<file path="src/rtl/pwm_pkg.sv">
// pwm_pkg: shared types and constants for the PWM duty sequencer and PWM stage.
package pwm_pkg;
  localparam int DUTY_W_DEFAULT = 4;
  localparam int DUTY_MAX = (1 << DUTY_W_DEFAULT) - 1;
  localparam logic [1:0] MODE_HOLD = 2'b00;
  localparam logic [1:0] MODE_UP = 2'b01;
  localparam logic [1:0] MODE_DOWN = 2'b10;
  localparam logic [1:0] MODE_BREATHE = 2'b11;
  typedef enum logic [2:0] {S_IDLE, S_HOLD, S_UP, S_DOWN, S_PEAK, S_TROUGH} state_t;
endpackage

</file>
<file path="src/rtl/pwm_step_timer.sv">
// pwm_step_timer: counts PWM periods and fires a step every rate+1 ticks.
module pwm_step_timer #(
  parameter int RATE_W = 4
) (
  input  logic              clk,
  input  logic              resetn,
  input  logic              tick,
  input  logic              clear,
  input  logic [RATE_W-1:0] rate,
  output logic              step
);
  logic [RATE_W-1:0] pcnt;
  // >= keeps the counter from running past a freshly lowered rate
  assign step = tick && !clear && pcnt >= rate;
  always_ff @(posedge clk or negedge resetn)
    if (!resetn) pcnt <= '0;
    else if (clear) pcnt <= '0;
    else if (tick) pcnt <= step ? '0 : pcnt + 1'b1;
endmodule

</file>
<file path="src/rtl/pwm_duty_sequencer.sv">
// pwm_duty_sequencer: period-aligned duty word sequencer (hold, ramp up/down, breathe)
// feeding the PWM stage; duty only changes on the cycle after a period_tick.
module pwm_duty_sequencer
  import pwm_pkg::*;
#(
  parameter int DUTY_W = DUTY_W_DEFAULT,
  parameter int RATE_W = 4
) (
  input  logic              clk,
  input  logic              resetn,
  input  logic              en,
  input  logic [1:0]        mode,
  input  logic [RATE_W-1:0] rate,
  input  logic [DUTY_W-1:0] duty_set,
  input  logic              period_tick,
  output logic [DUTY_W-1:0] duty_cycle,
  output logic              step_strobe,
  output logic              at_limit
);
  localparam logic [DUTY_W-1:0] MAX = '1;
  localparam logic [DUTY_W-1:0] ZERO = '0;
  state_t state, state_n;
  logic [1:0] cur_mode, cur_mode_n;
  logic [DUTY_W-1:0] duty_n;
  logic strobe_n, step, load, breathe;
  assign load = period_tick && (state == S_IDLE || mode != cur_mode);
  assign breathe = cur_mode == MODE_BREATHE;
  pwm_step_timer #(.RATE_W(RATE_W)) u_timer (
    .clk(clk),
    .resetn(resetn),
    .tick(period_tick),
    .clear(!en || load),
    .rate(rate),
    .step(step)
  );
  always_ff @(posedge clk or negedge resetn)
    if (!resetn) begin
      state <= S_IDLE;
      cur_mode <= MODE_HOLD;
      duty_cycle <= '0;
      step_strobe <= 1'b0;
    end else begin
      state <= state_n;
      cur_mode <= cur_mode_n;
      duty_cycle <= duty_n;
      step_strobe <= strobe_n;
    end
  always_comb begin
    state_n = state;
    cur_mode_n = cur_mode;
    duty_n = duty_cycle;
    strobe_n = 1'b0;
    if (!en) begin
      state_n = S_IDLE;
      duty_n = ZERO;
    end else if (load) begin
      // breathe entered mid-run continues from the current value
      cur_mode_n = mode;
      state_n = mode == MODE_HOLD ? S_HOLD :
                mode == MODE_DOWN ? S_DOWN :
                (mode == MODE_BREATHE && state != S_IDLE && duty_cycle == MAX) ? S_DOWN : S_UP;
      duty_n = mode != MODE_BREATHE ? duty_set : state == S_IDLE ? ZERO : duty_cycle;
    end else if (period_tick && state == S_HOLD) begin
      duty_n = duty_set;
    end else if (step) begin
      case (state)
        S_UP:
          if (duty_cycle != MAX) begin
            duty_n = duty_cycle + 1'b1;
            strobe_n = 1'b1;
          end else if (breathe) state_n = S_PEAK;
        S_DOWN:
          if (duty_cycle != ZERO) begin
            duty_n = duty_cycle - 1'b1;
            strobe_n = 1'b1;
          end else if (breathe) state_n = S_TROUGH;
        S_PEAK: begin
          state_n = S_DOWN;
          duty_n = duty_cycle - 1'b1;
          strobe_n = 1'b1;
        end
        S_TROUGH: begin
          state_n = S_UP;
          duty_n = duty_cycle + 1'b1;
          strobe_n = 1'b1;
        end
        default: ;
      endcase
    end
  end
  always_comb
    at_limit = (state == S_UP && cur_mode == MODE_UP && duty_cycle == MAX) ||
               (state == S_DOWN && cur_mode == MODE_DOWN && duty_cycle == ZERO);
endmodule

</file>
<file path="config.mk">
export PLATFORM = sky130hd
export DESIGN_NAME = pwm_duty_sequencer
export DESIGN_NICKNAME = d
export VERILOG_FILES = /design/src/rtl/pwm_pkg.sv /design/src/rtl/pwm_step_timer.sv /design/src/rtl/pwm_duty_sequencer.sv
export SDC_FILE = /design/constraint.sdc
export NUM_CORES = 1
export LEC_CHECK = 0
export ABC_CLOCK_PERIOD_IN_PS = 2000
export CAP_MARGIN = 20
export CORE_MARGIN = 2
export CORE_UTILIZATION = 40
export CTS_BUF_LIST = sky130_fd_sc_hd__clkbuf_16
export DETAILED_ROUTE_END_ITERATION = 7
export GPL_ROUTABILITY_DRIVEN = 1
export PLACE_DENSITY = 0.67
export SETUP_SLACK_MARGIN = 0.2
export SKIP_LAST_GASP = 1
export SYNTH_ARGS = -nofsm -noshare
export SYNTH_HDL_FRONTEND = slang
export SYNTH_SLANG_ARGS = --single-unit
</file>
<file path="constraint.sdc">
create_clock -name clk -period 2 [get_ports clk]
set_input_delay 0.3 -clock clk [delete_from_list [all_inputs] [get_ports clk]]
set_output_delay 0.3 -clock clk [all_outputs]
set_load 0.01 [all_outputs]
</file>
# Yosys cells after proc, flatten, opt, wreduce, memory -nomap -nowiden
# Cells that the tools add are included.
dict set report word_totals {
  output_inout_bits 6
  regBits 14
  input_bits 14
}
dict set report op_classes {
  add_sub_neg 3
  order_cmp 1
  reduce_logical 25
  mux 31
  n_eq_ne 26
}
# operator count
set ops {}
lappend ops {{$mux 4} 11}
lappend ops {{$mux 3} 8}
lappend ops {{$ne 4x4->1 const B} 5}
lappend ops {{$pmux 4 s4} 1}
lappend ops {{$pmux 3 s4} 1}
lappend ops {{$logic_and 1x1->1} 10}
lappend ops {{$ne 5x5->1 const B} 2}
lappend ops {{$add 4x1->4 const B} 2}
lappend ops {{$eq 2x2->1 const B} 4}
lappend ops {{$mux 1} 8}
lappend ops {{$ne 7x1->1 const B} 1}
lappend ops {{$reduce_and 7->1} 1}
lappend ops {{$eq 3x2->1 const B} 2}
lappend ops {{$eq 3x3->1 const B} 2}
lappend ops {{$ne 6x1->1 const B} 1}
lappend ops {{$reduce_and 5->1} 1}
lappend ops {{$eq 4x4->1 const B} 1}
lappend ops {{$ge 4x4->1} 1}
lappend ops {{$logic_not 4->1} 1}
lappend ops {{$ne 4x1->1 const B} 1}
lappend ops {{$ne 4x2->1 const B} 1}
lappend ops {{$reduce_bool 4->1} 1}
lappend ops {{$sub 4x1->4 const B} 1}
lappend ops {{$eq 3x1->1 const B} 1}
lappend ops {{other kinds (15)} 18}

# Longest topological paths before layout
dict set report logic_depth {
  ltp_word 11
  mapped_depth 10
}

# By module
# Synthesis repeated with hierarchy kept, for this count alone.
dict set report hier_totals {
  hier_cells 130
  hier_area_um2 1158.6
}
# module n_inst seq_area_each_um2 area_per_inst_um2 cells_each
set modules_own_cells {}
lappend modules_own_cells {pwm_duty_sequencer 1 250.2 815.8 95}
lappend modules_own_cells {pwm_step_timer 1 100.1 342.8 35}

# Worst setup path before layout
# OpenSTA, ideal clock, no wires.
dict set report synth_timing {
  path_kind {reg-to-reg}
  startpoint {register state[1]}
  endpoint {register duty_cycle[3]}
  path_stages_with_launch 11
  path_slack_ps 46
  setup_time_ps 123
  t_arrival_ps 1831
  required_ps 1877
  period_less_slack_ps 1954
  n_path_buf 1
  path_cell_list {dfrtp_1 -> buf_6 -> nor2b_4 -> a22o_1 -> ha_1 -> a21o_1 -> a21oi_1 -> xnor2_1 -> nor2b_1 -> o21ai_1 -> o21ai_1}
}
dict set report synth_via {
  elab_chain_cells 9
}
# element line_no
set synth_lines {}
lappend synth_lines {{from (decl)} pwm_duty_sequencer.sv:22} ;# state_t state, state_n;
lappend synth_lines {{from (signal assigned)} pwm_duty_sequencer.sv:43} ;# state <= state_n;
lappend synth_lines {{$logic_not 3->1} {pwm_duty_sequencer.sv:26, pwm_duty_sequencer.sv:62}}
lappend synth_lines {{$logic_or 1x1->1} pwm_duty_sequencer.sv:26} ;# assign load = period_tick && (state == S_IDLE || mode != cur_mode);
lappend synth_lines {{$logic_and 1x1->1} pwm_duty_sequencer.sv:26}
lappend synth_lines {{$logic_or 1x1->1} pwm_duty_sequencer.sv:32} ;# .clear(!en || load),
lappend synth_lines {{$logic_not 1->1} pwm_step_timer.sv:14} ;# assign step = tick && !clear && pcnt >= rate;
lappend synth_lines {{$logic_and 1x1->1 (2 in series)} pwm_step_timer.sv:14}
lappend synth_lines {{$ne 4x1->1 (no line)} --}
lappend synth_lines {{$reduce_and 5->1 (no line)} --}
lappend synth_lines {{to (signal assigned)} pwm_duty_sequencer.sv:45} ;# duty_cycle <= duty_n;
lappend synth_lines {{to (decl)} pwm_duty_sequencer.sv:16} ;# output logic [DUTY_W-1:0] duty_cycle,
# Parallel ways exist; a longest one is shown, timed or not. The select of a mux whose other input is x is not followed.
# A chain may end at the register's enable or synchronous reset.

# Worst setup path in the final report
dict set report layout_timing {
  startpoint {register state[0]}
  endpoint {register duty_cycle[3]}
}
# The elaborated chain is that of the path after synthesis.

==> metrics.md <==
| Metric | Value |
|---|---|
| Status | complete, no violations |
| Fill count | 223 |
| Fin crit share | 96.82% |
| CP startpoint kind | flop |
| Yosys top cell by area | dfrtp_1 |
| Skew final | 0.005224 ns |
| First-pass GRT wire length | 5664 um |
| Routed Wire Length | 3416 um |
| Critical Path Fanout Max | 8 |
| Most common cell after layout, fill and taps aside | buf_4 |
| Number of global-route vias before repair | 1252 |
| Longest Clk Path Bufs | 2 |
| Placement Setup Slack | -0.3538 ns |
| P_leak | 0.8752 nW |
| Synth Register Bits | 14 |
| Top cells by area, synth | dfrtp_1 29%, ha_1 7.2%, nand2_1 4.0% |
| Adder-cell area share of the yosys netlist | 8.875% |
| CTS tree | done |
| Fin worst setup slack | 0.06358 ns |
| Crit Path Class | reg -> reg |
| Final cell area excluding filler cells | 1891 um^2 |
| Synth async-reset ratio | 100.0% |
| Area share of the largest cell type after synthesis | 28.90% |
| CTS sink cnt | 14 |
| Routed vias/inst | 5.592 |
| Pin count of the biggest net entering global routing | 15 |
| Total power | 1.260 mW |
| Mean post-synth cell area | 8.915 um^2 |
| Synth cell types | 51 |
| Final setup vio count | 0 |
| Non-Filler Instances | 218 |
| Final hold vios | 0 |
| Core area | 2829 um^2 |
| CP endpoint kind | flop |
| Cell count after synthesis | 136 |
| Post-DR wirelength/cell | 15.67 um |
| Max rail drop VDD | 510.9 uV |
| Slew margin rel. | 56.38% |
| Initial antenna violation count | 0 |
| Die Span X | 59.06 um |
| CTS HTree Levels | 1 |
| Post-synth EDFFs | 0 |
| Main combinational cell family by area after synthesis | compound AO/OA/AOI/OAI gates |
| Boundary Pins | 20 |
| # DRC | 0 |
| Clock Latency Late Sink | 0.25 ns |
| DIE HEIGHT | 59.06 um |
| Synthesis-to-finish area growth | 55.93% |
| Mapped cell area | 1212 um^2 |
| Die ar. | 3487 um^2 |
| Ant diodes | 0 |
| Compound-gate portion of the synthesized area | 23.84% |
| Synth Warn # | 0 |
| Cts-stage hold buffer count | 0 |
| Total Nets Final | 210 |
| Layout cell share with drive strength beyond 1 | 40.64% |
| Worst hold path class | in -> async |
| Max_cap viols | 0 |
| First DRT Iteration DRCs | 30 |
| Clk slew on worst S/H paths | 0.05 ns |
| Post-DP HPWL | 2462 um |
| XOR/XNOR Fraction of Synth Area | 3.612% |
| Mux share of post-synthesis cell area | 4.438% |
| Syn_nets | 158 |
| Arr. time, crit path | 2.07 ns |
| Tmin final | 1.936 ns |
| Total CTS buffers | 3 |
| RD Place Congestion | 0.7752 |
| Slew Limit Fails | 0 |
| Simple-gate share of the synthesized area | 22.81% |
| GR Util All Layers | 21.98% |
| CTS Root Buffer Type | clkbuf_16 |
| Most frequent cells in the layout | 31 x buf_4, 15 x clkdlybuf4s50_1, 14 x dfrtp_1 |
| Total grt overflow | 0 |
| Initial core utilization | 42.86% |
| Ys flop type | dfrtp_1 |
| Vias | 1219 |
| Rows | 19 |
| Buffers on Ports | 19 |
| Worst Max-Slew Pin Slew | 0.6523 ns |
| DP Cell Count | 205 |
| Area of placed instances | 1587 um^2 |
| RSZ-0062 raised after global routing | yes |
| CP required | 2.13 ns |
| Final ANT Viol Nets | 0 |
| First-pass DRT Iterations | 4 |
| PD cells | 666.5 nW/um^2 |
| Seq/Total Area, Yosys | 28.90% |
| Max Clock Freq | 0.5164 GHz |
[sequential cells by signal, summed over array words and instances (netlist names)]
name / cells
duty_cycle: 4
cur_mode: 2
step_strobe: 1
state: 3
u_timer.pcnt: 4
[stage by stage]
| stage | TNS [ns] | hold slack [ns] | utilization, % |
|---|---|---|---|
| 3_5_place_dp | -2.785 | 0.5455 | 56.08 |
| 5_1_grt | -0.01792 | 0.5211 | 66.83 |
| 4_1_cts | 0 | 0.4883 | 64.44 |
| 2_1_floorplan | 0 | 0.004409 | - |
| 3_3_place_gp | -2.429 | 0.5171 | 56.08 |
| 6_report | 0 | 0.4581 | 66.83 |
[synth_stat cells, types with 2 or more instances]
| cell type | number |
|---|---|
| nor2_1 | 7 |
| xnor2_1 | 3 |
| mux2i_1 | 2 |
| buf_4 | 2 |
| nand4b_1 | 2 |
| a21o_1 | 3 |
| nor2b_1 | 3 |
| ha_1 | 7 |
| dfrtp_1 | 14 |
| mux2_2 | 3 |
| nor3_1 | 2 |
| or2_2 | 2 |
| o21ai_1 | 2 |
| and2_1 | 3 |
| a211oi_1 | 4 |
| buf_6 | 2 |
| nand3_1 | 2 |
| inv_1 | 12 |
| o21ai_0 | 8 |
| a21oi_1 | 9 |
| xor2_1 | 2 |
| nand2_1 | 13 |
[final timing paths]
kind	startpoint	end	slack (ns)	cells past startpoint
worst max-delay path	state[0]$_DFFE_PN0P_	duty_cycle[3]$_DFFE_PN0P_	0.06	9
worst min-delay path	resetn	duty_cycle[3]$_DFFE_PN0P_	0.46	1
worst max register to register	state[0]$_DFFE_PN0P_	duty_cycle[3]$_DFFE_PN0P_	0.06	9
worst min register to register	u_timer.pcnt[0]$_DFFE_PN0P_	u_timer.pcnt[0]$_DFFE_PN0P_	0.56	2
max in group asynchronous	resetn	u_timer.pcnt[2]$_DFFE_PN0P_	1.12	1
min in group clk	u_timer.pcnt[0]$_DFFE_PN0P_	u_timer.pcnt[0]$_DFFE_PN0P_	0.56	2
[layer usage]
layer / global-route usage, % / vias up / part of all wire (%)
met1: 25.93 / 584 / 41
met3: 4.803 / 8 / 4.0
met4: 7.792 / 0 / 1.9
met5: 0 / - / 0
li1: - / 592 / -
met2: 39.05 / 35 / 53
[area by class of cell]
type	count	area [um^2]	share of cell area, %
inverter	12	45.04	2.383
clock buffer	3	75.07	3.971
clock inverter	1	3.754	0.1985
multi-input combinational	104	929.6	49.17
sequential	14	350.3	18.53
tap	31	38.79	2.052
timing repair buffer	53	447.9	23.69
[worst max-delay path, stage by stage, from the launching register on]
cell and delay (ns):
dfrtp_1 0.39, buf_6 0.14, a22o_4 0.27, ha_4 0.21, a21o_1 0.16, a21oi_2 0.19, xnor2_2 0.11, nor2b_1 0.13
o21ai_1 0.13, o21ai_1 0.07
[kinds of logic after synthesis]
family / after synthesis
flops: 14
simple gates: 46
buf+inv: 18
mux: 5
xor+xnor: 5
compound gates: 40
fa+ha+maj: 8
[timing repair]
item,4_1_cts,5_1_grt
setup buffers,8,1
setup endpoints to repair,12,12
pin swaps,24,17
resized for setup,29,15
gates cloned,0,0
[power breakdown]
part | switching, mW | total (mW) | internal (mW)
logic | 0.263 | 0.542 | 0.279
clock network | 0.121 | 0.385 | 0.265
registers | 0.0196 | 0.332 | 0.313
total | 0.403 | 1.26 | 0.857
Power figures use the tool's default switching activity.
